## config.mk

```make
export PLATFORM = sky130hd
export DESIGN_NAME = cond_exec_unit
export DESIGN_NICKNAME = d
export VERILOG_FILES = /design/src/rtl/cond_pkg.sv /design/src/rtl/cond_eval.sv /design/src/rtl/cond_exec_unit.sv
export SDC_FILE = /design/constraint.sdc
export NUM_CORES = 1
export LEC_CHECK = 0
export ABC_AREA = 0
export BUFFER_PORTS_ARGS = -buffer_cell sky130_fd_sc_hd__buf_2
export CORE_MARGIN = 2
export CORE_UTILIZATION = 59
export CTS_CLUSTER_SIZE = 8
export DETAILED_ROUTE_END_ITERATION = 7
export GPL_ROUTABILITY_DRIVEN = 1
export GPL_TIMING_DRIVEN = 0
export PLACE_DENSITY = 0.92
export SETUP_SLACK_MARGIN = 0.5
export SLEW_MARGIN = 5
export SYNTH_ARGS = -nofsm -noshare
export SYNTH_HDL_FRONTEND = slang
export SYNTH_SLANG_ARGS = --single-unit
```

## constraint.sdc

```tcl
create_clock -name clk -period 7.9 [get_ports clk]
set_clock_uncertainty 0.1 [all_clocks]
set_input_delay 1.185 -clock clk [delete_from_list [all_inputs] [get_ports clk]]
set_output_delay 1.185 -clock clk [all_outputs]
set_load 0.01 [all_outputs]
```

## src/rtl/cond_pkg.sv

```systemverilog
// Shared types for the conditional-execution unit: ARM condition codes,
// flag bit positions within the NZCV nibble, and IT-block control state.
package cond_pkg;

    typedef enum logic [3:0] {
        EQ = 4'd0, NE, CS, CC, MI, PL, VS, VC,
        HI, LS, GE, LT, GT, LE, AL, NV
    } cond_e;

    localparam int FLAG_N = 3;
    localparam int FLAG_Z = 2;
    localparam int FLAG_C = 1;
    localparam int FLAG_V = 0;

    typedef enum logic {
        IT_IDLE   = 1'b0,
        IT_ACTIVE = 1'b1
    } it_state_e;

    // Width-independent part of the exception shadow; sized fields live in the top.
    typedef struct packed {
        it_state_e state;
        cond_e     cond;
    } shadow_ctrl_t;

endpackage

```

## src/rtl/cond_eval.sv

```systemverilog
// Combinational ARM condition check: returns 1 when cond holds for the given NZCV.
module cond_eval
    import cond_pkg::*;
(
    input  cond_e       cond,
    input  logic [3:0]  nzcv,
    output logic        pass
);

    logic n, z, c, v;

    assign n = nzcv[FLAG_N];
    assign z = nzcv[FLAG_Z];
    assign c = nzcv[FLAG_C];
    assign v = nzcv[FLAG_V];

    always_comb begin
        case (cond)
            EQ: pass = z;
            NE: pass = ~z;
            CS: pass = c;
            CC: pass = ~c;
            MI: pass = n;
            PL: pass = ~n;
            VS: pass = v;
            VC: pass = ~v;
            HI: pass = c & ~z;
            LS: pass = ~c | z;
            GE: pass = (n == v);
            LT: pass = (n != v);
            GT: pass = ~z & (n == v);
            LE: pass = z | (n != v);
            AL: pass = 1'b1;
            NV: pass = 1'b0;
        endcase
    end

endmodule

```

## src/rtl/cond_exec_unit.sv

```systemverilog
// Execute-stage conditional execution: flag register with grouped write enables,
// condition gating of PC/register/memory strobes, IT-block predication and exception shadow.
module cond_exec_unit
    import cond_pkg::*;
#(
    parameter int NFLAGS      = 4,
    parameter int FLAG_GROUPS = 2,
    parameter int IT_DEPTH    = 4
) (
    input  logic                           clk,
    input  logic                           rst,
    input  logic                           valid,
    input  logic                           stall,
    input  logic                           flush,
    input  logic [3:0]                     Cond,
    input  logic [NFLAGS-1:0]              ALUFlags,
    input  logic [FLAG_GROUPS-1:0]         FlagW,
    input  logic                           PCS,
    input  logic                           RegW,
    input  logic                           MemW,
    input  logic                           it_start,
    input  logic [3:0]                     it_cond,
    input  logic [$clog2(IT_DEPTH+1)-1:0]  it_len,
    input  logic [IT_DEPTH-1:0]            it_te,
    input  logic                           exc_save,
    input  logic                           exc_restore,
    output logic                           PCSrc,
    output logic                           RegWrite,
    output logic                           MemWrite,
    output logic                           CondEx,
    output logic [NFLAGS-1:0]              Flags,
    output logic                           it_active,
    output logic [$clog2(IT_DEPTH+1)-1:0]  it_remaining
);

    localparam int GW = NFLAGS / FLAG_GROUPS;
    localparam int RW = $clog2(IT_DEPTH + 1);
    localparam int IW = (IT_DEPTH > 1) ? $clog2(IT_DEPTH) : 1;

    typedef struct packed {
        logic [NFLAGS-1:0]   flags;
        shadow_ctrl_t        ctrl;
        logic [RW-1:0]       rem;
        logic [IW-1:0]       idx;
        logic [IT_DEPTH-1:0] te;
    } shadow_t;

    it_state_e           state_q, state_d;
    cond_e               itc_q, itc_d;
    logic [RW-1:0]       rem_q, rem_d;
    logic [IW-1:0]       idx_q, idx_d;
    logic [IT_DEPTH-1:0] te_q, te_d;
    shadow_t             shadow_q, shadow_d;
    logic [NFLAGS-1:0]   flags_q;

    logic  accept, it_instr, cond_pass, exec, flag_we;
    cond_e slot_cond, eff_cond;

    // Reset also masks accept so every strobe reads 0 while rst is high.
    assign accept    = valid & ~stall & ~rst;
    assign it_instr  = (state_q == IT_IDLE) & it_start;
    assign slot_cond = te_q[idx_q] ? itc_q : cond_e'(itc_q ^ 4'b0001);
    assign eff_cond  = (state_q == IT_ACTIVE) ? slot_cond : cond_e'(Cond);

    cond_eval u_cond_eval (
        .cond (eff_cond),
        .nzcv (flags_q[NFLAGS-1 -: 4]),
        .pass (cond_pass)
    );

    // The IT instruction itself always passes but never writes anything.
    assign CondEx   = accept & (it_instr | cond_pass);
    assign exec     = CondEx & ~it_instr;
    assign PCSrc    = PCS  & exec;
    assign RegWrite = RegW & exec;
    assign MemWrite = MemW & exec;
    assign flag_we  = exec & ~exc_restore & ~flush;

    for (genvar g = 0; g < FLAG_GROUPS; g++) begin : g_flag_grp
        logic [GW-1:0] grp_d, grp_q;

        always_comb begin
            grp_d = grp_q;
            if (exc_restore)
                grp_d = shadow_q.flags[g*GW +: GW];
            else if (flag_we & FlagW[g])
                grp_d = ALUFlags[g*GW +: GW];
        end

        always_ff @(posedge clk or posedge rst) begin
            if (rst) grp_q <= '0;
            else     grp_q <= grp_d;
        end

        assign flags_q[g*GW +: GW] = grp_q;
    end

    always_comb begin
        // NOTE: every _d starts from its _q so paths that do not assign it hold state, not infer a latch.
        state_d  = state_q;
        itc_d    = itc_q;
        rem_d    = rem_q;
        idx_d    = idx_q;
        te_d     = te_q;
        shadow_d = shadow_q;

        if (exc_save && !exc_restore) begin
            shadow_d.flags      = flags_q;
            shadow_d.ctrl.state = state_q;
            shadow_d.ctrl.cond  = itc_q;
            shadow_d.rem        = rem_q;
            shadow_d.idx        = idx_q;
            shadow_d.te         = te_q;
        end

        if (exc_restore) begin
            state_d = shadow_q.ctrl.state;
            itc_d   = shadow_q.ctrl.cond;
            rem_d   = shadow_q.rem;
            idx_d   = shadow_q.idx;
            te_d    = shadow_q.te;
        end else if (flush) begin
            state_d = IT_IDLE;
            rem_d   = '0;
            idx_d   = '0;
        end else if (accept) begin
            if (state_q == IT_IDLE) begin
                // Out-of-range lengths make the IT a no-op.
                if (it_start && it_len != '0 && it_len <= RW'(IT_DEPTH)) begin
                    state_d = IT_ACTIVE;
                    itc_d   = cond_e'(it_cond);
                    te_d    = it_te;
                    rem_d   = it_len;
                    idx_d   = '0;
                end
            end else if (PCSrc || rem_q == RW'(1)) begin
                state_d = IT_IDLE;
                rem_d   = '0;
                idx_d   = '0;
            end else begin
                rem_d = rem_q - RW'(1);
                idx_d = idx_q + IW'(1);
            end
        end
    end

    always_ff @(posedge clk or posedge rst) begin
        if (rst) begin
            state_q  <= IT_IDLE;
            itc_q    <= EQ;
            rem_q    <= '0;
            idx_q    <= '0;
            te_q     <= '0;
            shadow_q <= '0;
        end else begin
            // NOTE: non-blocking assignments make every flop sample pre-edge values, as the shadow copy relies on.
            state_q  <= state_d;
            itc_q    <= itc_d;
            rem_q    <= rem_d;
            idx_q    <= idx_d;
            te_q     <= te_d;
            shadow_q <= shadow_d;
        end
    end

    assign Flags        = flags_q;
    assign it_active    = (state_q == IT_ACTIVE);
    assign it_remaining = rem_q;

endmodule
```

==> results.sh <==
export IMPL_synth_edf_count=0
export IMPL_maxSlewHeadroom_pct=50.15
export IMPL_tritoncts="built"
export IMPL_cp_slowest_stage_delay_ps=500
export IMPL_register_area_um2=900.9
export IMPL_initial_utilization_pct=63.33
export IMPL_cts_max_level=2
export IMPL_ff2ff_setup_slack_ps=5000
export IMPL_core_um2=3416
export IMPL_yosys_register_bits=36
export IMPL_grt_pass1_vias=1861
export IMPL_async_flop_share_pct=100.0
export IMPL_critPathSlowestCell="nor4b_1"
export IMPL_leakage_nw=1.140
export IMPL_maxCapViolations=0
export IMPL_cts_max_path_buffers=2
export IMPL_antenna_found_initial=0
export IMPL_ir_worst_vdd_mv=0.1694
export IMPL_grt_util_all_layers_pct=26.24
export IMPL_numCtsBuffers=5
export IMPL_fp_row_count=21
export IMPL_drc=0
export IMPL_drtPass1Iterations=4
export IMPL_dp_slack_ps=3646
export IMPL_netlist_area_um2=2163
export IMPL_synth_distinct_cells=48
export IMPL_holdWs_ps=388.1
export IMPL_timing_fmax_ghz=0.2320
export IMPL_multi_input_area_um2=1182
export IMPL_status="finished, final reports clean"
export IMPL_startpoint="Cond[2]"
export IMPL_wl_met3_um=236
export IMPL_min_delay_start="shadow_q[4]"
export IMPL_num_fill_cells=250
export IMPL_drt_met1_wl_um=2221
export IMPL_via_per_inst=5.922
export IMPL_synth_warnings=0
export IMPL_critPathRequiredTime_ps=6610
export IMPL_post_route_period_util_pct=54.57
export IMPL_path_clk_slew_ps=100
export IMPL_post_cts_buffers=0
export IMPL_rr_endpoint="te_q[1]"
export IMPL_totalWireLength_um=5002
export IMPL_nNetsFinal=309
export IMPL_setup_viol=0
export IMPL_power_density_nw_per_um2=212.5
export IMPL_syn_area_per_cell_um2=9.615
export IMPL_gp_congestion=0.8998
export IMPL_cts_resized=0
export IMPL_grt_max_degree=37
export IMPL_synthToLayoutAreaGrowth_pct=15.44
export IMPL_fin_ws_ps=3589
export IMPL_r2r_start="it_active"
export IMPL_synth_flop_cell="dfrtp_1"
export IMPL_hold_end="shadow_q[4]"
export IMPL_ys_seq_area_share_pct=41.64
export IMPL_grt_ovfl_total=0
export IMPL_top_layer="met4"
export IMPL_slew_violations=0
export IMPL_n_antenna_cell=0
export IMPL_clockRootBuffer="clkbuf_4"
export IMPL_r2r_cells=7
export IMPL_dr_wl_met2_um=2450
export IMPL_syn_nets=259
export IMPL_drive_gt1_share_pct=26.81
export IMPL_hold_depth=2
export IMPL_clk_latency_ps=340
export IMPL_hold_viol=0
export IMPL_rsz0062_at_grt="false"
export IMPL_crit_top_cell="buf_2"
export IMPL_die_w_um=64.55
export IMPL_worst_pin_slew_ps=746.7
export IMPL_cts_sinks=36
export IMPL_path_class="primary input to output port"
export IMPL_synth_top_area_share_pct=41.64
export IMPL_grt_pass1_wl_um=8390
export IMPL_detail_route_antenna_nets=0
export IMPL_layout_commonest_cell="buf_2"
export IMPL_die_h_um=64.55
export IMPL_tns_ps=0
export IMPL_crit_path_end_kind="output port"
export IMPL_final_cell_mix="buf_2 (44), dfrtp_1 (36), o21ai_0 (28)"
export IMPL_wire_per_inst_um=15.53
export IMPL_worstPathMaxFanout=6
export IMPL_ioPinCount=44
export IMPL_hold_path_class="register to register"
export IMPL_period_needed_ps=4311
export IMPL_place_hpwl_um=3766
export IMPL_critical_path_cell_chain="buf_2, nor4b_1, o21ai_0, a221o_1, o221a_2, nand3_2, nand2_2, nor2_1, and2_1, buf_2"
export IMPL_fp_dieArea_um2=4167
export IMPL_synthCells=225
export IMPL_holdBufCountCts=0
export IMPL_synth_largest_area_cell="dfrtp_1"
export IMPL_portBuffers=43
export IMPL_cp_arrival_ps=3030
export IMPL_critPathLaunchType="primary input"
export IMPL_vias=1907
export IMPL_dr_first_iter_drc_count=169
export IMPL_synth_area_leaders="dfrtp_1 (42%), mux2_2 (8.3%), o21ai_0 (6.5%)"
==> how the worst max path moves through the flow <==
stage | cells past startpoint | end
global placement | 10 | PCSrc
CTS | 10 | RegWrite
floorplan | 8 | MemWrite
detailed placement | 10 | RegWrite
finish | 10 | PCSrc
global route | 10 | PCSrc
==> where the power goes <==
group,internal [mW],switching [mW],leakage [nW]
registers,0.223,0.0339,0.457
logic,0.0818,0.0879,0.645
clock network,0.0424,0.0622,0.0380
total,0.347,0.184,1.14
==> worst max-delay path: cells and delay by family <==
kind	cells	cell delay, ps
compound gates	3	630
simple gates	5	960
buf+inv	2	250
==> flip-flops by register name, indices dropped and copies added, names as in the netlist <==
signal,flops
it_remaining,3
shadow_q,18
te_q,4
g_flag_grp.grp_q,4
it_active,1
idx_q,2
itc_q,4
==> logic make-up after synthesis <==
kind of cell,after synthesis,share of synthesized area (%)
muxes,31,15.96
adders and majority gates,2,1.157
AOI/OAI and AO/OA,61,18.16
xor gates and xnor gates,5,2.892
DFF,36,41.64
and+or+nand+nor,69,16.48
buffers and inverters,21,3.702
==> per-stage QoR <==
step | power (mW) | cell area, um2 | util (%) | cells
after global routing | 0.5674 | 2497 | 73.11 | 322
after global placement | 0.4236 | 2436 | 71.32 | 314
after detailed placement | 0.4295 | 2436 | 71.32 | 314
final | 0.5308 | 2497 | 73.11 | 322
after CTS | 0.5320 | 2497 | 73.11 | 322
after floorplan | 0.3759 | 2163 | - | 225
==> cells in the mapped netlist (3+ instances only) <==
master	n
dfrtp_1	36
mux2i_1	12
nor2_1	11
a21oi_1	8
and2_1	4
mux2_2	16
nand2_1	24
nor4b_1	3
and3_1	5
o21ai_0	28
clkbuf_1	7
nand3_1	5
a31oi_1	3
nand2b_1	4
inv_1	11
==> routing by layer <==
metal | up-vias | GRT usage [%]
li1 | 925 | -
met1 | 906 | 32.76
met2 | 63 | 44.27
met3 | 13 | 5.382
met4 | 0 | 11.17
met5 | - | 0
==> cell type report <==
| class | instances | share of cell area, % |
|---|---|---|
| Buffer | 10 | 1.553 |
| Clock buffer | 6 | 2.054 |
| Clock inverter | 2 | 0.4008 |
| Inverter | 11 | 1.653 |
| Multi-Input combinational cell | 168 | 47.34 |
| Sequential cell | 36 | 36.07 |
| Tap cell | 46 | 2.305 |
| Timing Repair Buffer | 43 | 8.617 |
Note: power is estimated with default switching activity, not from simulation.
